**src/rtl/cond_pkg.sv**
```systemverilog
// Shared definitions for the conditional-execution stage: condition codes,
// flag bit positions and FlagW strobe bit positions.
package cond_pkg;

  // 4-bit instruction condition field encodings
  typedef enum logic [3:0] {
    EQ = 4'b0000,
    NE = 4'b0001,
    CS = 4'b0010,
    CC = 4'b0011,
    MI = 4'b0100,
    PL = 4'b0101,
    VS = 4'b0110,
    VC = 4'b0111,
    HI = 4'b1000,
    LS = 4'b1001,
    GE = 4'b1010,
    LT = 4'b1011,
    GT = 4'b1100,
    LE = 4'b1101,
    AL = 4'b1110,
    NV = 4'b1111
  } cond_e;

  // Bit positions inside the {N,Z,C,V} flag vector
  localparam int FLAG_N = 3;
  localparam int FLAG_Z = 2;
  localparam int FLAG_C = 1;
  localparam int FLAG_V = 0;

  // Bit positions inside the decoder's FlagW strobe
  localparam int FLAGW_CV = 1;
  localparam int FLAGW_NZ = 0;

endpackage

```
**src/rtl/cond_check.sv**
```systemverilog
// Pure combinational condition evaluator: (Cond, Flags) -> CondEx.
// Kept stateless so a pipelined variant can drop it into any stage.
module cond_check
  import cond_pkg::*;
(
  input  logic [3:0] Cond,
  input  logic [3:0] Flags,
  output logic       CondEx
);

  logic n_flag;
  logic z_flag;
  logic c_flag;
  logic v_flag;

  assign n_flag = Flags[FLAG_N];
  assign z_flag = Flags[FLAG_Z];
  assign c_flag = Flags[FLAG_C];
  assign v_flag = Flags[FLAG_V];

  // Decode the condition field against the supplied flags
  always_comb begin
    CondEx = 1'b0;
    case (cond_e'(Cond))
      EQ: CondEx = z_flag;
      NE: CondEx = ~z_flag;
      CS: CondEx = c_flag;
      CC: CondEx = ~c_flag;
      MI: CondEx = n_flag;
      PL: CondEx = ~n_flag;
      VS: CondEx = v_flag;
      VC: CondEx = ~v_flag;
      HI: CondEx = c_flag & ~z_flag;
      LS: CondEx = ~c_flag | z_flag;
      GE: CondEx = (n_flag == v_flag);
      LT: CondEx = (n_flag != v_flag);
      GT: CondEx = ~z_flag & (n_flag == v_flag);
      LE: CondEx = z_flag | (n_flag != v_flag);
      AL: CondEx = 1'b1;
      NV: CondEx = 1'b0;
      default: CondEx = 1'b0;
    endcase
  end

endmodule

```
**src/rtl/cond_logic.sv**
```systemverilog
// Conditional-execution stage: holds the NZCV flags, evaluates the
// instruction condition, gates the decoder write strobes and updates the
// flags from the ALU. Optional execution/squash counters are built only
// when COND_PERF_CNT_EN is defined.
module cond_logic
  import cond_pkg::*;
#(
  parameter int CNT_W = 32
) (
  input  logic             clk,
  input  logic             reset,
  input  logic             en,
  input  logic [3:0]       Cond,
  input  logic [3:0]       ALUFlags,
  input  logic [1:0]       FlagW,
  input  logic             PCS,
  input  logic             RegW,
  input  logic             MemW,
  output logic             PCSrc,
  output logic             RegWrite,
  output logic             MemWrite,
  output logic             CondEx,
  output logic [3:0]       Flags
`ifdef COND_PERF_CNT_EN
  ,
  output logic [CNT_W-1:0] ExecCount,
  output logic [CNT_W-1:0] SquashCount
`endif
);

  logic [3:0] flags_reg;
  logic [3:0] flags_next;
  logic       cond_ex;
  logic       wr_nz;
  logic       wr_cv;

  // Condition is judged against the registered flags, never ALUFlags
  cond_check u_cond_check (
    .Cond   (Cond),
    .Flags  (flags_reg),
    .CondEx (cond_ex)
  );

  assign CondEx   = cond_ex;
  assign PCSrc    = PCS  & cond_ex;
  assign RegWrite = RegW & cond_ex;
  assign MemWrite = MemW & cond_ex;
  assign Flags    = flags_reg;

  // A squashed instruction never touches the flags
  assign wr_nz = en & cond_ex & FlagW[FLAGW_NZ];
  assign wr_cv = en & cond_ex & FlagW[FLAGW_CV];

  // Next flag value: N,Z and C,V halves written independently
  always_comb begin
    flags_next = flags_reg;
    if (wr_nz) begin
      flags_next[FLAG_N] = ALUFlags[FLAG_N];
      flags_next[FLAG_Z] = ALUFlags[FLAG_Z];
    end
    if (wr_cv) begin
      flags_next[FLAG_C] = ALUFlags[FLAG_C];
      flags_next[FLAG_V] = ALUFlags[FLAG_V];
    end
  end

  // Flag register; reset overrides any write in the same cycle
  always_ff @(posedge clk) begin
    if (reset) begin
      flags_reg <= 4'b0000;
    end else begin
      flags_reg <= flags_next;
    end
  end

`ifdef COND_PERF_CNT_EN
  localparam logic [CNT_W-1:0] CNT_MAX = {CNT_W{1'b1}};
  localparam logic [CNT_W-1:0] CNT_ONE = {{(CNT_W-1){1'b0}}, 1'b1};

  logic [CNT_W-1:0] exec_cnt_reg;
  logic [CNT_W-1:0] exec_cnt_next;
  logic [CNT_W-1:0] squash_cnt_reg;
  logic [CNT_W-1:0] squash_cnt_next;

  // Saturating counters: executed vs squashed, only on valid cycles
  always_comb begin
    exec_cnt_next   = exec_cnt_reg;
    squash_cnt_next = squash_cnt_reg;
    if (en) begin
      if (cond_ex) begin
        if (exec_cnt_reg != CNT_MAX) exec_cnt_next = exec_cnt_reg + CNT_ONE;
      end else begin
        if (squash_cnt_reg != CNT_MAX) squash_cnt_next = squash_cnt_reg + CNT_ONE;
      end
    end
  end

  // Counter registers
  always_ff @(posedge clk) begin
    if (reset) begin
      exec_cnt_reg   <= '0;
      squash_cnt_reg <= '0;
    end else begin
      exec_cnt_reg   <= exec_cnt_next;
      squash_cnt_reg <= squash_cnt_next;
    end
  end

  assign ExecCount   = exec_cnt_reg;
  assign SquashCount = squash_cnt_reg;
`else
  // Counters not built in this configuration
`endif

endmodule

```
**config.mk**
```make
export PLATFORM = sky130hd
export DESIGN_NAME = cond_logic
export DESIGN_NICKNAME = d
export VERILOG_FILES = /design/src/rtl/cond_pkg.sv /design/src/rtl/cond_check.sv /design/src/rtl/cond_logic.sv
export SDC_FILE = /design/constraint.sdc
export NUM_CORES = 1
export LEC_CHECK = 0
export CORE_AREA = 10 10 47 49
export DETAILED_ROUTE_END_ITERATION = 6
export DIE_AREA = 0 0 57 59
export PLACE_DENSITY = 0.76
export SYNTH_ARGS = -nofsm -noshare
export SYNTH_HDL_FRONTEND = slang
export SYNTH_SLANG_ARGS = --single-unit
```
**constraint.sdc**
```tcl
create_clock -name clk -period 2.32 [get_ports clk]
set_input_delay 0.464 -clock clk [delete_from_list [all_inputs] [get_ports clk]]
set_output_delay 0.464 -clock clk [all_outputs]
set_load 0.02 [all_outputs]
```
==> reports/results.txt <==
WL/cell: 12.1 um
min-delay src: Flags[1]
Max Clk Rate: 450 MHz
hold path depth: 3
Core Area: 1400 sq um
worst reg-to-reg setup slack: 0.59 ns
depth of the most critical reg-to-reg path: 9
clk buf depth: 2
xor and xnor area share after synthesis: 5.70%
max reg flops: 4
Final Max Tran Viols: 0
Boundary Pins: 24
Placed Instances: 102
final wirelength: 1290 um
Startpoint Class: flop
CTS buffer count: 3
global-route wire length before repair: 2110 um
Net count, final: 109
Data required, critical path: 1.86 ns
clock slew at reported path FFs: 0.04 ns
vias per cell: 4.65
clk root buf: clkbuf_4
Ant. Diodes: 0
Max Cap Viol: 0
largest family of logic cells by synthesized area: simple AND/OR/NAND/NOR gates
Compound-Gate Fraction of Synth Area: 21.9%
RR Endpoint: Flags[1]
share of cells above drive strength 1: 41.8%
launching point of the worst reg2reg path: Flags[0]
mapped cell area: 439 sq um
synth warn: 0
Worst Tran Pin Value: 0.289 ns
DP Area: 792 sq um
Initial Util: 31.3%
non-filler cells, final: 107
Layout area overhead: 87.5%
drt first-iter violations: 3
vias in the first global route: 528
Reg power frac: 25.2%
Adder-Cell Fraction of Synth Area: 0%
antenna violations before repair: 0
# setup viols final: 0
largest net degree at the start of global routing: 9
later-pin clock latency in the skew report: 0.24 ns
Pleak: 0.360 nW
P_sw: 0.0900 mW
CTS tree: built
CP arrival: 1.76 ns
final hold vios: 0
vias: 498
Crit Path Max Fanout: 4
max_slew headroom: 80.4%
area of the die: 3360 sq um
Worst VDD drop: 293 uV
CTS sink cnt: 4
Die Span X: 57 um
Mapped Avg Cell Area: 8.78 sq um
Syn Inst Count: 50
worst min path class: flop to flop
RSZ-0062 raised after global routing: true
Seq/Total Area, Yosys: 18.2%
Total GRT Usage: 7.80%
Routed Antenna Nets: 0
Design Area, Final: 823 sq um
Yosys cell types: 23
synthesized flop and latch total: 4
Rows: 14
Final min period: 2.22 ns
DRC viols: 0
final core occ: 58.8%
Clock Power Share: 29.2%
switching part of the total: 30.1%
post-synthesis mux area share: 16.0%
die height: 59 um
syn nets: 66
Crit Path Category: flop to output pin
H-Tree Level Count: 1
period utilization: 95.7%
CTS Hold Buffers Added: 0
DP HPWL: 1070 um
Comb power frac: 45.6%
Worst Hold Path EP: Flags[1]
GPL Wtd Cong: 0.697
Power Internal: 0.209 mW
IO Port Bufs: 23
crit path capture type: output pin
Power Density: 363 nW/um^2
Worst Setup SP: Flags[0]
gr ovfl total: 0
Final Skew: 0.00133 ns
Post-Synth Simple-Gate Area: 34.2%
DR pass1 iterations: 4
status: finished clean
power by group through the flow:
stage / sequential (mW) / clock [mW] / combinational, mW
after floorplan: 0.0809 / 0 / 0.0595
after global routing: 0.0758 / 0.0948 / 0.148
after detailed placement: 0.0759 / 0 / 0.139
after CTS: 0.0748 / 0.0911 / 0.134
final: 0.0753 / 0.0872 / 0.136
after global placement: 0.0758 / 0 / 0.137
synthesized netlist by cell type:
cell type	instances	area share, %
and3_2	1	1.7
and2_1	3	4.3
a22o_1	1	2.0
nand3_1	2	2.3
nor2_1	1	0.85
nor3b_1	2	3.4
o221a_4	1	4.6
xor2_2	1	3.7
inv_1	2	1.7
or2b_1	1	1.7
o221ai_1	1	2.0
nand2_1	2	1.7
a21boi_2	1	2.6
nor3_1	1	1.1
nand2b_1	9	13
nor2b_1	3	4.3
xor2_1	1	2.0
o31ai_4	1	4.8
mux2i_1	7	16
buf_2	2	2.3
o311ai_1	1	2.0
a21oi_2	2	4.0
dfxtp_1	4	18
metrics by stage:
| stage | setup TNS (ns) | hold slack (ns) | setup slack [ns] | power [mW] |
|---|---|---|---|---|
| finish | 0 | 0.614 | 0.0996 | 0.299 |
| global route | -0.0109 | 0.644 | -0.00679 | 0.319 |
| CTS | 0 | 0.619 | 0.000758 | 0.300 |
| detailed placement | -3.02 | 0.613 | -0.769 | 0.215 |
| global placement | -2.62 | 0.599 | -0.678 | 0.213 |
| floorplan | 0 | 0.586 | 0.0707 | 0.140 |
cell type report:
type | instances | area, sq um
fillers | 142 | 578
inverters | 2 | 7.51
well taps | 16 | 20.0
repair buffers | 40 | 334
flip-flops and latches | 4 | 81.3
multi-input cells | 42 | 358
clock buffers | 3 | 22.5
how the worst max path moves through the flow:
stage / end
after detailed placement: RegWrite
after CTS: MemWrite
final: MemWrite
after floorplan: MemWrite
after global routing: PCSrc
after global placement: MemWrite
cells by family after synthesis:
| group | after synthesis |
|---|---|
| simple gates | 25 |
| compound gates | 8 |
| xor+xnor | 2 |
| flops | 4 |
| buf+inv | 4 |
| mux | 7 |
worst max-delay path, stage by stage, from the launching register on:
cell	delay, ns
dfxtp_2	0.34
xor2_2	0.19
buf_4	0.15
and3_2	0.20
o31ai_4	0.25
a21boi_2	0.09
and2_1	0.16
buf_4	0.15
layout by cell type (no fill, tap or decap), types with 3 or more instances in the layout:
cell type        instances
clkdlybuf4s50_1         15
and2_1                   3
buf_4                   19
nor2b_1                  3
nand2b_1                 9
mux2i_1                  6
buf_2                    3
clkbuf_4                 3
dfxtp_1                  3
what timing repair did:
item / CTS / global route
endpoints found under the setup margin: 4 / 4
pin swaps: 2 / 1
buffers inserted: 1 / 1
gates resized for setup: 24 / 9
routing by layer:
metal  global-route usage (%)  share of wire, %  vias up
li1                         -                 -      257
met1                     6.95                36      219
met2                     13.6                53       18
met3                     4.08               8.7        4
met4                     5.03               2.4        0
met5                        0                 0        -
Power figures use the tool's default switching activity.
